===== config.mk =====
export PLATFORM = sky130hd
export DESIGN_NAME = imul_fac8_0_flat
export DESIGN_NICKNAME = d
export VERILOG_FILES = /design/src/rtl/imul_fac8_0_if.sv /design/src/rtl/imul_fac8_0.sv /design/src/flat_wrapper.sv
export SDC_FILE = /design/constraint.sdc
export NUM_CORES = 1
export LEC_CHECK = 0
export ABC_AREA = 1
export CORE_AREA = 2 2 494 496
export CTS_CLUSTER_SIZE = 30
export DETAILED_ROUTE_END_ITERATION = 10
export DIE_AREA = 0 0 496 498
export PLACE_DENSITY_LB_ADDON = 0.12
export SYNTH_ARGS = -nofsm -noshare
export SYNTH_HDL_FRONTEND = slang
export SYNTH_SLANG_ARGS = --single-unit

===== constraint.sdc =====
create_clock -name clk -period 1.9 [get_ports clk]
set_input_delay 0.19 -clock clk [delete_from_list [all_inputs] [get_ports clk]]
set_output_delay 0.19 -clock clk [all_outputs]
set_load 0.05 [all_outputs]

===== src/rtl/imul_fac8_0_if.sv =====
// Handshake and data bus for imul_fac8_0: input vector with valid/frame_start,
// registered output vector with valid and applied factor.
// Every lane of every branch is a signed two's-complement sample of WIDTH bits.
interface imul_fac8_0_if #(
    parameter int WIDTH = 10,
    parameter int DEPTH = 16
);
    logic                         valid_in;
    logic                         frame_start;
    logic [DEPTH-1:0][WIDTH-1:0]  din_R_add;
    logic [DEPTH-1:0][WIDTH-1:0]  din_Q_add;
    logic [DEPTH-1:0][WIDTH-1:0]  din_R_sub;
    logic [DEPTH-1:0][WIDTH-1:0]  din_Q_sub;

    logic                         valid_out;
    logic                         fac_out;
    logic [DEPTH-1:0][WIDTH-1:0]  dout_R_add;
    logic [DEPTH-1:0][WIDTH-1:0]  dout_Q_add;
    logic [DEPTH-1:0][WIDTH-1:0]  dout_R_sub;
    logic [DEPTH-1:0][WIDTH-1:0]  dout_Q_sub;

    // Source of vectors (bench or upstream stage)
    modport master (
        output valid_in, frame_start, din_R_add, din_Q_add, din_R_sub, din_Q_sub,
        input  valid_out, fac_out, dout_R_add, dout_Q_add, dout_R_sub, dout_Q_sub
    );

    // The rotator itself
    modport slave (
        input  valid_in, frame_start, din_R_add, din_Q_add, din_R_sub, din_Q_sub,
        output valid_out, fac_out, dout_R_add, dout_Q_add, dout_R_sub, dout_Q_sub
    );
endinterface


===== src/rtl/imul_fac8_0.sv =====
// imul_fac8_0: inverse-FFT radix-8 twiddle stage applying W^0 or +j to the
// sub branch of a butterfly vector, alternating per accepted vector within a
// frame. One cycle latency, one vector per cycle.
// Build option: define IMUL_FAC8_SAT_EN to saturate -(-2^(WIDTH-1)) to
// 2^(WIDTH-1)-1 instead of letting the negation wrap.
//
// state | meaning
// S_W0  | next accepted vector (without frame_start) uses W^0
// S_PJ  | next accepted vector (without frame_start) uses +j
module imul_fac8_0 #(
    parameter int WIDTH = 10,
    parameter int DEPTH = 16
) (
    input  logic         clk,
    input  logic         rst,
    imul_fac8_0_if.slave bus
);
    localparam logic S_W0 = 1'b0;
    localparam logic S_PJ = 1'b1;

    localparam logic [WIDTH-1:0] C_MIN = {1'b1, {(WIDTH-1){1'b0}}};
    localparam logic [WIDTH-1:0] C_MAX = {1'b0, {(WIDTH-1){1'b1}}};

    logic                        r_state;
    logic                        w_state_nxt;
    logic                        w_fac;
    logic [DEPTH-1:0][WIDTH-1:0] w_R_sub;
    logic [DEPTH-1:0][WIDTH-1:0] w_Q_sub;

    logic                        r_valid_out;
    logic                        r_fac_out;
    logic [DEPTH-1:0][WIDTH-1:0] r_R_add;
    logic [DEPTH-1:0][WIDTH-1:0] r_Q_add;
    logic [DEPTH-1:0][WIDTH-1:0] r_R_sub;
    logic [DEPTH-1:0][WIDTH-1:0] r_Q_sub;

    // Factor-select state register; reset restarts the frame at W^0
    always_ff @(posedge clk) begin
        if (rst) begin
            r_state <= S_W0;
        end else begin
            r_state <= w_state_nxt;
        end
    end

    // Next factor: frame_start forces +j next, otherwise alternate; hold when idle
    always_comb begin
        w_state_nxt = r_state;
        if (bus.valid_in) begin
            if (bus.frame_start) begin
                w_state_nxt = S_PJ;
            end else begin
                w_state_nxt = (r_state == S_PJ) ? S_W0 : S_PJ;
            end
        end
    end

    // Factor for the current vector and the rotated sub branch: +j maps
    // (R, Q) to (-Q, R)
    always_comb begin
        w_fac   = bus.frame_start ? 1'b0 : (r_state == S_PJ);
        w_R_sub = bus.din_R_sub;
        w_Q_sub = bus.din_Q_sub;
        if (w_fac) begin
            for (int k = 0; k < DEPTH; k++) begin
`ifdef IMUL_FAC8_SAT_EN
                w_R_sub[k] = (bus.din_Q_sub[k] == C_MIN) ? C_MAX : -bus.din_Q_sub[k];
`else
                w_R_sub[k] = -bus.din_Q_sub[k];
`endif
                w_Q_sub[k] = bus.din_R_sub[k];
            end
        end
    end

    // Output register: load on accepted vector, hold data when idle
    always_ff @(posedge clk) begin
        if (rst) begin
            r_valid_out <= 1'b0;
            r_fac_out   <= 1'b0;
            r_R_add     <= '0;
            r_Q_add     <= '0;
            r_R_sub     <= '0;
            r_Q_sub     <= '0;
        end else begin
            r_valid_out <= bus.valid_in;
            if (bus.valid_in) begin
                r_fac_out <= w_fac;
                r_R_add   <= bus.din_R_add;
                r_Q_add   <= bus.din_Q_add;
                r_R_sub   <= w_R_sub;
                r_Q_sub   <= w_Q_sub;
            end
        end
    end

    assign bus.valid_out  = r_valid_out;
    assign bus.fac_out    = r_fac_out;
    assign bus.dout_R_add = r_R_add;
    assign bus.dout_Q_add = r_Q_add;
    assign bus.dout_R_sub = r_R_sub;
    assign bus.dout_Q_sub = r_Q_sub;

    // Sanity: the negation limit constants only matter with saturation enabled
    logic w_unused;
    assign w_unused = ^{C_MIN, C_MAX};
endmodule


===== src/flat_wrapper.sv =====
// flat-port wrapper written by rule: the top's interface ports become plain ports
module imul_fac8_0_flat 
#(
    parameter int WIDTH = 10,
    parameter int DEPTH = 16
)
  (clk, rst, bus_valid_in, bus_frame_start, bus_din_R_add, bus_din_Q_add, bus_din_R_sub, bus_din_Q_sub, bus_valid_out, bus_fac_out, bus_dout_R_add, bus_dout_Q_add, bus_dout_R_sub, bus_dout_Q_sub);
  imul_fac8_0_if #(.WIDTH(WIDTH), .DEPTH(DEPTH)) bus_i ();
  input  logic clk;
  input  logic rst;
  input wire logic [$bits(bus_i.valid_in)-1:0] bus_valid_in;
  input wire logic [$bits(bus_i.frame_start)-1:0] bus_frame_start;
  input wire logic [$bits(bus_i.din_R_add)-1:0] bus_din_R_add;
  input wire logic [$bits(bus_i.din_Q_add)-1:0] bus_din_Q_add;
  input wire logic [$bits(bus_i.din_R_sub)-1:0] bus_din_R_sub;
  input wire logic [$bits(bus_i.din_Q_sub)-1:0] bus_din_Q_sub;
  output wire logic [$bits(bus_i.valid_out)-1:0] bus_valid_out;
  output wire logic [$bits(bus_i.fac_out)-1:0] bus_fac_out;
  output wire logic [$bits(bus_i.dout_R_add)-1:0] bus_dout_R_add;
  output wire logic [$bits(bus_i.dout_Q_add)-1:0] bus_dout_Q_add;
  output wire logic [$bits(bus_i.dout_R_sub)-1:0] bus_dout_R_sub;
  output wire logic [$bits(bus_i.dout_Q_sub)-1:0] bus_dout_Q_sub;
  assign bus_i.valid_in = bus_valid_in;
  assign bus_i.frame_start = bus_frame_start;
  assign bus_i.din_R_add = bus_din_R_add;
  assign bus_i.din_Q_add = bus_din_Q_add;
  assign bus_i.din_R_sub = bus_din_R_sub;
  assign bus_i.din_Q_sub = bus_din_Q_sub;
  assign bus_valid_out = bus_i.valid_out;
  assign bus_fac_out = bus_i.fac_out;
  assign bus_dout_R_add = bus_i.dout_R_add;
  assign bus_dout_Q_add = bus_i.dout_Q_add;
  assign bus_dout_R_sub = bus_i.dout_R_sub;
  assign bus_dout_Q_sub = bus_i.dout_Q_sub;
  imul_fac8_0 #(.WIDTH(WIDTH), .DEPTH(DEPTH)) u_core (.clk(clk), .rst(rst), .bus(bus_i));
endmodule

==> out/metrics.cfg <==
[hold_path]
hold_class = input pin to register
holdPathStages = 3

[sta]
max_freq_mhz = 553
final_max_slew_viol_count = 0
setup_violations = 0
worstMarginPinSlew_ns = 0.689
finalCritPeriodShare = 0.951
slew_headroom = 0.540
hold_viol = 0
min_period_ns = 1.81
finalClockSkew_ns = 0.0585

[routing]
drt-pass1-iter-count = 5
via_count = 32700
wl_um = 205000
drc_errors = 0
viasPerCell = 3.67
drt_iter0_drc = 1728
routedWlPerCell_um = 22.9
antenna_left = 0

[clock_tree]
clkTransAtPathRegs_ns = 0.06
cts_setup_buffers = 0
clockBufferDepth = 3
cts_buffers = 95
root_buffer = clkbuf_16
cts_tree = built
cts.htree.levels = 3
clock_latency_ns = 0.75
clock-sinks = 643

[yosys]
synth_area_leaders = dfxtp_1, nor2_1, nand2_1
synth_fp_nets = 4703
yosysSeqAreaShare = 0.459
synthArstFlopShare = 0
synth_flop_cell = dfxtp_1
yosysUniqueCellTypes = 26
synth_top_cell_area_share = 0.459
yosys.area.top_type = dfxtp_1
synth_cells = 4043
yosys_register_bits = 643
synth_area_um2 = 28000
syn_area_per_cell_um2 = 6.93
yosysWarnings = 0
synth_edf_count = 0

[setup_path]
startpoint_type = register
cp.depth = 1
critical_path_buf_inv_count = 1
cp_cell_sequence = clkdlybuf4s15_1
worstRegToRegCells = 8
end_kind = output port
crit_type = register to output port
worstPathRequired_ns = 1.71
arrival_ns = 1.62
cp_max_fo = 2
cp_slowest_stage_delay_ns = 0.54
critPathTopFamily = buffers and inverters
cp_slowest_cell = clkdlybuf4s15_1

[floorplanning]
die_h_um = 498
ios = 1286
die_w_um = 496
rows = 181
initial_core_util = 0.116
die-area_um2 = 247000
coreArea_um2 = 242000

[placed_design]
dp_hpwl_um = 163000
place_congestion = 0.864
port-buffer-count = 1285
dpl-instance-area_um2 = 45000

[finish]
syn_to_final_growth_pct = 81.6
fin_nets = 6281
fin_area_um2 = 50900
seq_area_um2 = 12900
drive_above_1_share = 0.146
final_util = 0.211
fillers = 27300
multi_input_area_um2 = 11800

[global_routing]
grt_usage = 0.160
grt_overflow = 0
antenna_found_initial = 81
grt_pass1_vias = 33500
grt_pass1_wl_um = 278000
grt_max_degree = 82

[run_status]
status = completed

[power_and_ir_drop]
power_density_nw_per_um2 = 871
worst_ir_drop_vdd_mv = 0.612
p_leak_nw = 22.5

[flow_run]
cap_violations = 0

-- worst register-to-register path: cells and delay by family, from the launching register on --
kind,cells,cell delay [ns]
and+or+nand+nor,4,0.70
DFF,1,0.33
buffers and inverters,3,0.50
AOI/OAI and AO/OA,1,0.10
-- what timing repair did --
action / in CTS / in global routing
hold buffers: 272 / 0
endpoints found under the setup margin: 339 / 24
endpoints found under the hold margin: 321 / 0
gates resized for setup: 695 / 24
-- state kept, by name, indices dropped and copies added (netlist names) --
| register | count |
|---|---|
| u_core.bus.dout_R_add | 160 |
| u_core.r_state | 1 |
| u_core.bus.valid_out | 1 |
| u_core.bus.dout_Q_add | 160 |
| u_core.bus.fac_out | 1 |
| u_core.bus.dout_R_sub | 160 |
| u_core.bus.dout_Q_sub | 160 |
-- layout by cell type, fill, tap and decap left out, types with 125 or more instances in the layout --
master / count
dfxtp_1: 643
nand3_1: 130
o221ai_1: 135
clkdlybuf4s50_1: 641
dlygate4sd3_1: 272
buf_4: 421
nor2_1: 801
o21ai_0: 359
inv_1: 509
clkdlybuf4s15_2: 125
nand2_1: 770
-- metal layers --
| layer | track usage | wire, um | up-vias |
|---|---|---|---|
| met5 | 0 | 161 | - |
| met4 | 0.0426 | 5530 | 22 |
| met2 | 0.269 | 95800 | 1136 |
| met3 | 0.0585 | 17700 | 284 |
| li1 | - | - | 16000 |
| met1 | 0.190 | 85400 | 15300 |
-- layout make-up --
type / count / share of cell area
antenna: 25 / 0.00123
clock buffer: 149 / 0.0558
clock inverter: 27 / 0.00624
inverter: 592 / 0.0443
multi-input combinational: 2562 / 0.233
sequential: 643 / 0.253
tap: 3202 / 0.0787
timing repair buffer: 1727 / 0.328
-- cell families (layout without fill, tap and decap cells) --
logic type	Yosys count	count (layout)	share of synthesized area
other	0	25	0
flip-flops	643	643	0.459
adder cells (fa/ha/maj)	16	16	0.00714
buffers and inverters	838	2495	0.119
XOR/XNOR	35	35	0.0109
AND/OR/NAND/NOR	1716	1716	0.237
AO/OA/AOI/OAI	795	795	0.167
-- per-stage QoR --
step | hold slack (ns) | total power [W] | setup slack (ns) | setup TNS, ns | std cells
5_1_grt | 0.0340 | 0.0465 | -0.000874 | -0.00226 | 8919
6_report | 0.0970 | 0.0444 | 0.0930 | 0 | 8927
4_1_cts | 0.000501 | 0.0455 | 0.0000572 | 0 | 8902
2_1_floorplan | 0.325 | 0.0207 | 0.577 | 0 | 4043
3_3_place_gp | 0.473 | 0.0261 | -0.238 | -38.04 | 8454
3_5_place_dp | 0.481 | 0.0260 | -0.237 | -38.40 | 8454
-- cell usage after synthesis, types with 10 or more instances --
master / number
nand4_1: 10
nor2_1: 801
inv_2: 65
a31oi_1: 27
xor2_1: 35
o21ai_1: 112
o21ai_0: 359
dfxtp_1: 643
nand3_1: 130
inv_1: 510
a21oi_1: 101
clkbuf_1: 133
clkinv_1: 16
o211ai_1: 61
buf_2: 98
o221ai_1: 135
nand2_1: 770
ha_1: 16
-- worst paths after layout --
check	from	endpoint	slack, ns
setup / recovery	u_core.bus.dout_R_add[91]	bus_dout_R_add[91]	0.09
setup reg to reg	u_core.r_state	u_core.bus.dout_R_sub[132]	0.18
hold reg to reg	u_core.bus.dout_Q_add[43]	u_core.bus.dout_Q_add[43]	0.49
hold / removal	bus_din_R_sub[112]	u_core.bus.dout_R_sub[112]	0.1
-- power by group --
part           switching, W  leakage, nW  internal [W]  total, W
sequential         0.000559         5.32        0.0144    0.0150
combinational       0.00706         15.6       0.00383    0.0109
clock               0.00780         1.55        0.0107    0.0185
Power figures use the tool's default switching activity.
